$ cat src/rtl/conv_pool_layer.sv
// conv_pool_layer: streaming KxK valid convolution followed by PxP max pooling over the conv map
// Ports: clk, reset (async, active-low); pxl_in/i_data_valid raster pixel input;
// i_kernel_data KxK signed 16-bit weights, (i,j) at bits [16(iK+j) +: 16];
// pxl_out/o_data_valid conv stream with count of conv outputs in this frame;
// o_max_pooled_pixel/o_data_valid_pooling pooled stream.
module conv_pool_layer #(
  parameter int N = 6,
  parameter int M = 6,
  parameter int K = 3,
  parameter int K_stride = 1,
  parameter int P = 2,
  parameter int P_stride = 2
) (
  input  logic              clk,
  input  logic              reset,
  input  logic [15:0]       pxl_in,
  input  logic              i_data_valid,
  input  logic [16*K*K-1:0] i_kernel_data,
  output logic [15:0]       pxl_out,
  output logic [9:0]        count,
  output logic              o_data_valid,
  output logic [15:0]       o_max_pooled_pixel,
  output logic              o_data_valid_pooling
);
  localparam int W   = (N - K) / K_stride + 1;
  localparam int H   = (M - K) / K_stride + 1;
  localparam int CW  = $clog2(N + 1);
  localparam int RW  = $clog2(M + 1);
  localparam int PCW = $clog2(W + 1);
  localparam int PRW = $clog2(H + 1);
  logic [CW-1:0]     c;
  logic [RW-1:0]     r;
  logic signed [15:0] lb [K-1][N];
  logic signed [15:0] win [K][K];
  logic signed [15:0] wt [K][K];
  logic signed [15:0] col [K];
  logic signed [15:0] wn [K][K];
  logic signed [15:0] acc;
  logic              fire, last_c, last_r;
  logic [PCW-1:0]    pc;
  logic [PRW-1:0]    pr;
  logic signed [15:0] plb [P-1][W];
  logic signed [15:0] pwin [P][P];
  logic signed [15:0] pcol [P];
  logic signed [15:0] pwn [P][P];
  logic signed [15:0] mx;
  logic              pfire, plast_c, plast_r;
  // lb[0] holds the oldest buffered row; the window's newest column is j=K-1.
  // Only the low 16 bits of the wide sum reach pxl_out, and those depend only on
  // the low 16 bits of each product, so the sum is formed modulo 2^16.
  always_comb begin
    for (int i = 0; i < K - 1; i++) col[i] = lb[i][c];
    col[K-1] = pxl_in;
    acc = '0;
    for (int i = 0; i < K; i++) begin
      for (int j = 0; j < K - 1; j++) wn[i][j] = win[i][j+1];
      wn[i][K-1] = col[i];
      for (int j = 0; j < K; j++) begin
        wt[i][j] = i_kernel_data[16*(i*K+j) +: 16];
        acc = acc + wn[i][j] * wt[i][j];
      end
    end
    last_c = int'(c) == N - 1;
    last_r = int'(r) == M - 1;
    fire = i_data_valid && int'(r) >= K - 1 && int'(c) >= K - 1 &&
           (int'(r) - (K - 1)) % K_stride == 0 && (int'(c) - (K - 1)) % K_stride == 0;
  end
  always_comb begin
    for (int i = 0; i < P - 1; i++) pcol[i] = plb[i][pc];
    pcol[P-1] = pxl_out;
    for (int i = 0; i < P; i++) begin
      for (int j = 0; j < P - 1; j++) pwn[i][j] = pwin[i][j+1];
      pwn[i][P-1] = pcol[i];
    end
    mx = pwn[0][0];
    for (int i = 0; i < P; i++)
      for (int j = 0; j < P; j++)
        mx = pwn[i][j] > mx ? pwn[i][j] : mx;
    plast_c = int'(pc) == W - 1;
    plast_r = int'(pr) == H - 1;
    pfire = o_data_valid && int'(pr) >= P - 1 && int'(pc) >= P - 1 &&
            (int'(pr) - (P - 1)) % P_stride == 0 && (int'(pc) - (P - 1)) % P_stride == 0;
  end
  always_ff @(posedge clk or negedge reset) begin
    if (!reset) begin
      c            <= '0;
      r            <= '0;
      count        <= '0;
      pxl_out      <= '0;
      o_data_valid <= 1'b0;
      lb           <= '{default: '0};
      win          <= '{default: '0};
    end else begin
      o_data_valid <= fire;
      if (fire) pxl_out <= acc;
      if (i_data_valid) begin
        c     <= last_c ? '0 : c + 1'b1;
        r     <= last_c ? (last_r ? '0 : r + 1'b1) : r;
        count <= (r == '0 && c == '0 ? 10'd0 : count) + 10'(fire);
        for (int i = 0; i < K - 1; i++) lb[i][c] <= col[i+1];
        win   <= wn;
      end
    end
  end
  always_ff @(posedge clk or negedge reset) begin
    if (!reset) begin
      pc                   <= '0;
      pr                   <= '0;
      o_max_pooled_pixel   <= '0;
      o_data_valid_pooling <= 1'b0;
      plb                  <= '{default: '0};
      pwin                 <= '{default: '0};
    end else begin
      o_data_valid_pooling <= pfire;
      if (pfire) o_max_pooled_pixel <= mx;
      if (o_data_valid) begin
        pc   <= plast_c ? '0 : pc + 1'b1;
        pr   <= plast_c ? (plast_r ? '0 : pr + 1'b1) : pr;
        for (int i = 0; i < P - 1; i++) plb[i][pc] <= pcol[i+1];
        pwin <= pwn;
      end
    end
  end
endmodule

$ cat config.mk
export PLATFORM = sky130hd
export DESIGN_NAME = conv_pool_layer
export DESIGN_NICKNAME = d
export VERILOG_FILES = /design/src/rtl/conv_pool_layer.sv
export SDC_FILE = /design/constraint.sdc
export NUM_CORES = 2
export LEC_CHECK = 0
export ABC_AREA = 1
export ABC_CLOCK_PERIOD_IN_PS = 19800
export BUFFER_PORTS_ARGS = -buffer_cell sky130_fd_sc_hd__clkbuf_2
export CAP_MARGIN = 15
export CORE_MARGIN = 4
export CORE_UTILIZATION = 50
export DETAILED_ROUTE_END_ITERATION = 10
export PLACE_DENSITY = 0.75
export SYNTH_ARGS = -nofsm -noshare
export SYNTH_HDL_FRONTEND = slang
export SYNTH_SLANG_ARGS = --single-unit
$ cat constraint.sdc
create_clock -name clk -period 19.8 [get_ports clk]
set_input_delay 0.99 -clock clk [delete_from_list [all_inputs] [get_ports clk]]
set_output_delay 0.99 -clock clk [all_outputs]
set_load 0.1 [all_outputs]
* Word-level counts from Yosys, hierarchy flattened
Index checks and enable logic that the tools add are counted.
** Word-level totals
- Output and inout port bits :: 44
- Word-level logic and storage cells :: 115
- Input port bits :: 163
- Register bits after elaboration :: 440
** Cells by class
- Muxes and demuxes :: 24
- Reductions and logical operators :: 15
- Eq/ne operators :: 4
- Order comparisons :: 11
- Multiply operators :: 9
- $add $sub $neg :: 15
- Bitwise gates (word level) :: 4
** Operators by type and width (number)
- $bwmux W96 :: 2
- $mux W16 :: 11
- $mul A16 B16 Y16 :: 9
- $add A16 B16 Y16 :: 8
- $bmux W16 S3 :: 2
- $bwmux W64 :: 1
- $logic_not A32 Y1 :: 2
- $demux W16 S3 :: 1
- $gt A16 B16 Y1 :: 3
- $bmux W16 S2 :: 1
- $demux W16 S2 :: 1
- $add A3 B1 Y3 const B :: 4
- $eq A3 B3 Y1 const B :: 4
- $mux W3 :: 4
- $add A10 B1 Y10 :: 1
- $mux W10 :: 1
- $logic_and A1 B1 Y1 :: 9
- $lt A4 B1 Y1 const B :: 2
- $not A3 Y4 :: 2
- $sub A3 B1 Y4 const B :: 2
- $ge A3 B1 Y1 const B :: 2
- $ge A3 B2 Y1 const B :: 2
- $logic_not A3 Y1 :: 2
- $ge A4 B3 Y1 const B :: 1
- 3 further kinds :: 5

* Logic depth before layout (Yosys ltp)
- Depth in word-level cells :: 12
- Depth in mapped cells :: 52
- Gate-level depth less buffers :: 49

* Worst setup path before layout
No wires, ideal clock.
- Path type :: in2reg
- Start point :: input port i_kernel_data[48]
- End point :: register pxl_out[15]
- Setup slack :: 10.773 ns
- Arrival :: 8.909 ns
- Required time :: 19.682 ns
- Path buffers :: 2
- Stages :: 35
- Library setup time :: 0.118 ns
- Cells stage by stage :: clkbuf_1 > clkbuf_1 > nand2_1 > fa_1 > inv_1 > fa_1 > inv_1 > fa_1 > inv_1 > fa_1 > fa_1 > inv_1 > fa_1 > inv_1 > fa_1 > inv_1 > fa_1 > fa_1 > fa_1 > inv_1 > fa_1 > inv_1 > fa_1 > inv_1 > ha_1 > nand2_1 > nor2_1 > nand2_1 > o211ai_1 > a31oi_1 > nand3_1 > nand2_1 > nand2_1 > nand3_1 > nand2_1
** On the way
- Word-level cells in the longest chain between the ends :: 7
** Ends and longest elaborated chain
- start: declaration :: line 18 : input logic [16*K*K-1:0] i_kernel_data,
- $mul A16 B16 Y16 :: line 60 : acc = acc + wn[i][j] * wt[i][j];
- $add A16 B16 Y16 (6 in series) :: line 60
- end signal: assignment :: line 89 : pxl_out <= '0;
- end signal: assignment :: line 95 : if (fire) pxl_out <= acc;
- end: declaration :: line 19 : output logic [15:0] pxl_out,
No other way between the ends.
A chain may end at the register's enable or synchronous reset.

* Worst setup path in the final report
- Start point :: register c[0]
- End point :: register pxl_out[14]
** On the way
- Word-level cells in the longest chain between the ends :: 12
- Elaborated cells between the ends (all ways) :: 18
- Those cells by class :: add/sub: 7; mul: 2; order compare: 1; mux: 6; bitwise: 1; reduce/logical: 1
** Ends and longest elaborated chain
- start: declaration :: line 31 : logic [CW-1:0] c;
- start signal: assignment :: line 97 : c <= last_c ? '0 : c + 1'b1;
- $not A3 Y4 (implied by the code) :: line 52 : for (int i = 0; i < K - 1; i++) col[i] = lb[i][c];
- $bmux W16 S3 :: line 52
- $mux W16 (implied by the code) (2 in series) :: line 52
- $mul A16 B16 Y16 :: line 60
- $add A16 B16 Y16 (7 in series) :: line 60
Parallel ways exist; a longest one is shown, timed or not. The select of a mux whose other input is x is not followed.

==> key figures <==
Run status
  – Outcome: finished clean

Clocking
  – Clock buffer depth: 3
  – CTS tree: built
  – Num CTS Buffers: 49
  – Clk slew on worst S/H paths: 0.07 ns
  – Post-CTS Setup Bufs: 0
  – Post_cts resized: 0
  – CTS Root Cell: clkbuf_16
  – Clock tree sinks: 440
  – Worst-skew pair later-pin latency: 0.64 ns
  – Post-CTS Hold Buffers: 0
  – Htree depth: 2

Synthesis
  – Syn_area_per_cell: 7.63 um2
  – Synth warn: 0
  – Area contributors post-synth: fa_1, dfrtp_1, nand2_1
  – EDFF count, synth: 0
  – Post-synth top area share: 30.3%
  – Post-Syn Instances: between 7000 and 8000
  – Synth Flop Type: dfrtp_1
  – Post-synthesis cell type count: 46
  – Syn Nets: 9428
  – Post-Syn Area: 0.0601 mm2
  – Post-synthesis sequential area ratio: 18.3%
  – Yosys reg bits: 440
  – Cell taking the most area after synthesis: fa_1
  – Asr flop ratio synth: 100%

Layout
  – Final net count: 9370
  – Design area: roughly 0.064 mm2
  – Layout cells sized above 1: 4.79%
  – Finished Core Util: between 50% and 60%
  – Synthesis-to-finish area growth: 6.28%

Route
  – Drt initial violations: 4464
  – DRT Pass-1 Iters: 7
  – DRC viols: 0
  – Post-DR vias/cell: 5.22
  – Overall routed net length: 180000 um
  – WL/cell: 19.0 um
  – Final ANT Viol Nets: 0
  – Vias: 49389

Worst setup path
  – CP max-delay cell: nor2_8
  – Worst Setup End Kind: flip-flop
  – Worst R2R Path Depth: 33
  – CP max FO: 62
  – Reg2reg setup slack: 9.17 ns
  – Worst path most repeated cell: fa_1
  – Crit Reg-Reg Startpoint: c[0]$_DFFE_PN0P_
  – CP arrival: 11.16 ns
  – Startpoint types: flip-flop
  – Crit path kind: flip-flop to flip-flop
  – Crit path largest cell delay: 0.63 ns
  – Worst EP required: roughly 20 ns
  – Reg2reg end: pxl_out[14]$_DFFE_PN0P_

Timing
  – Post-route minimum period: 10.63 ns
  – Fmax achieved: about 94 MHz
  – Fin Clk Skew: ~0.046 ns
  – RSZ-0062 raised after global routing: no
  – WHS: 0.362 ns
  – Worst Max-Slew Pin Slew: 1.14 ns
  – Max-slew violation count: 0
  – Final Hold Viols: 0
  – Final setup vio count: 0
  – Period utilisation layout: 53.7%
  – Setup TNS: 0 ns
  – Worst slew margin: 23.9%

GRT
  – GRT Total Usage: 29.1%
  – Remaining Overflow, GRT: 0
  – Largest net degree at the start of global routing: ~140
  – Global-route wire length before repair: 285000 um
  – Initial antenna violation count: 13
  – Number of global-route vias before repair: 50753

Placement
  – Number of I/O port buffers: 206
  – Dpl hpwl: 147000 um
  – Global placement routability congestion: 0.988
  – Post-DP Area: 0.0619 mm2

Floorplan
  – Die height: 355 um
  – Core Rows: roughly 130
  – DIE AREA: roughly 0.13 mm2
  – Die width: 355 um
  – Core ar.: 0.119 mm2
  – Top Ports: 207
  – Initial Util: 50.6%

Min path
  – Min-delay worst type: input pin to async pin

Run
  – Max-cap viol count: 0
[kinds of logic (layout without fill, tap and decap cells)]
logic type | after synthesis | after routing | share of synthesized area [%]
adders and majority gates | 1397 | 1397 | 40.5
xor gates and xnor gates | 78 | 78 | 1.14
other | 0 | 8 | 0
AOI/OAI and AO/OA | 510 | 510 | 4.46
buffers and inverters | 2339 | 2321 | 14.9
and+or+nand+nor | 3104 | 3104 | 20.7
DFF | 440 | 440 | 18.3
[synth_stat cells, types with 2 or more instances]
library cell / instances
nand2_1: 2424
inv_1: 1974
fa_1: 910
ha_1: 487
dfrtp_1: 440
o21ai_0: 393
nand3_1: 311
clkbuf_1: 294
nor2_1: 232
a21oi_1: 56
nand4_1: 46
xnor2_1: 39
xor2_1: 39
nand3b_1: 29
buf_4: 23
o22ai_1: 22
or2_2: 19
buf_2: 18
and2_1: 16
a22oi_1: 15
buf_1: 12
nor3_1: 9
inv_2: 6
buf_6: 5
clkinv_1: 5
nand2_2: 4
nand2b_1: 4
o211ai_1: 4
o21bai_1: 4
a31oi_1: 3
a211oi_1: 2
a221oi_1: 2
inv_4: 2
nand3_2: 2
nor4_1: 2
o21a_1: 2
o21ai_1: 2
o221ai_1: 2
or2_1: 2
[critical path: cells and delay by family (launching register included)]
family	cells	cell delay (ns)
buf+inv	6	1.29
flops	1	0.34
fa+ha+maj	13	6.33
xor+xnor	1	0.13
simple gates	7	1.35
compound gates	6	0.98
[metal layers]
layer  part of all wire (%)  vias up  GRT usage (%)  routed length, um
met2                     46     2012           47.0              82500
li1                       -    22801              -                  -
met3                    8.9      450           5.68              16000
met4                    6.2       10           14.8              11200
met1                     39    24116           37.4              70400
met5                  0.039        -              0                 71
[final cells by class]
cell class / count / area (um2)
clock buffer: 63 / 1380
fill: 10854 / 54900
timing repair buffer: 243 / 1420
inverter: 1987 / 7470
tap: 1600 / 2000
multi-input combinational: 5089 / 40100
antenna: 8 / 20.0
sequential: 440 / 11000
clock inverter: 28 / 378
[sequential cells by signal, indices dropped and copies added (netlist names)]
register	count
pc	3
pwin	32
plb	64
count	10
r	3
o_data_valid	1
win	96
o_data_valid_pooling	1
lb	192
o_max_pooled_pixel	16
pxl_out	16
pr	3
c	3
[worst max path at each step]
stage | startpoint | to | slack [ns] | cells past startpoint
CTS | c[0]$_DFFE_PN0P_ | pxl_out[14]$_DFFE_PN0P_ | 9.24 | 37
detailed placement | c[0]$_DFFE_PN0P_ | pxl_out[14]$_DFFE_PN0P_ | 9.28 | 37
global route | c[0]$_DFFE_PN0P_ | pxl_out[14]$_DFFE_PN0P_ | 8.63 | 37
global placement | c[0]$_DFFE_PN0P_ | pxl_out[15]$_DFFE_PN0P_ | 9.37 | 38
floorplan | i_kernel_data[48] | pxl_out[15]$_DFFE_PN0P_ | 10.77 | 35
finish | c[0]$_DFFE_PN0P_ | pxl_out[14]$_DFFE_PN0P_ | 9.17 | 33
[stage by stage]
stage                     worst slack, ns  cells
after floorplan                     10.77   7868
after global placement               9.37   9354
after detailed placement             9.28   9354
after CTS                            9.24   9445
after global routing                 8.63   9456
final                                9.17   9458
[layout by cell type (no fill, tap or decap), types with 19 or more instances in the layout]
| cell type | instances |
|---|---|
| nand4_1 | 46 |
| xnor2_1 | 39 |
| nand3b_1 | 29 |
| fa_1 | 910 |
| a21oi_1 | 56 |
| xor2_1 | 39 |
| clkbuf_2 | 204 |
| clkbuf_16 | 50 |
| ha_1 | 487 |
| nor2_1 | 231 |
| nand2_1 | 2420 |
| buf_4 | 32 |
| dfrtp_1 | 439 |
| inv_1 | 1974 |
| o21ai_0 | 393 |
| nand3_1 | 310 |
| or2_2 | 19 |
| o22ai_1 | 22 |
Power is left out: the tool's default activity adds up to more than one toggle a clock period on the data nets, which glitch-free logic cannot reach.
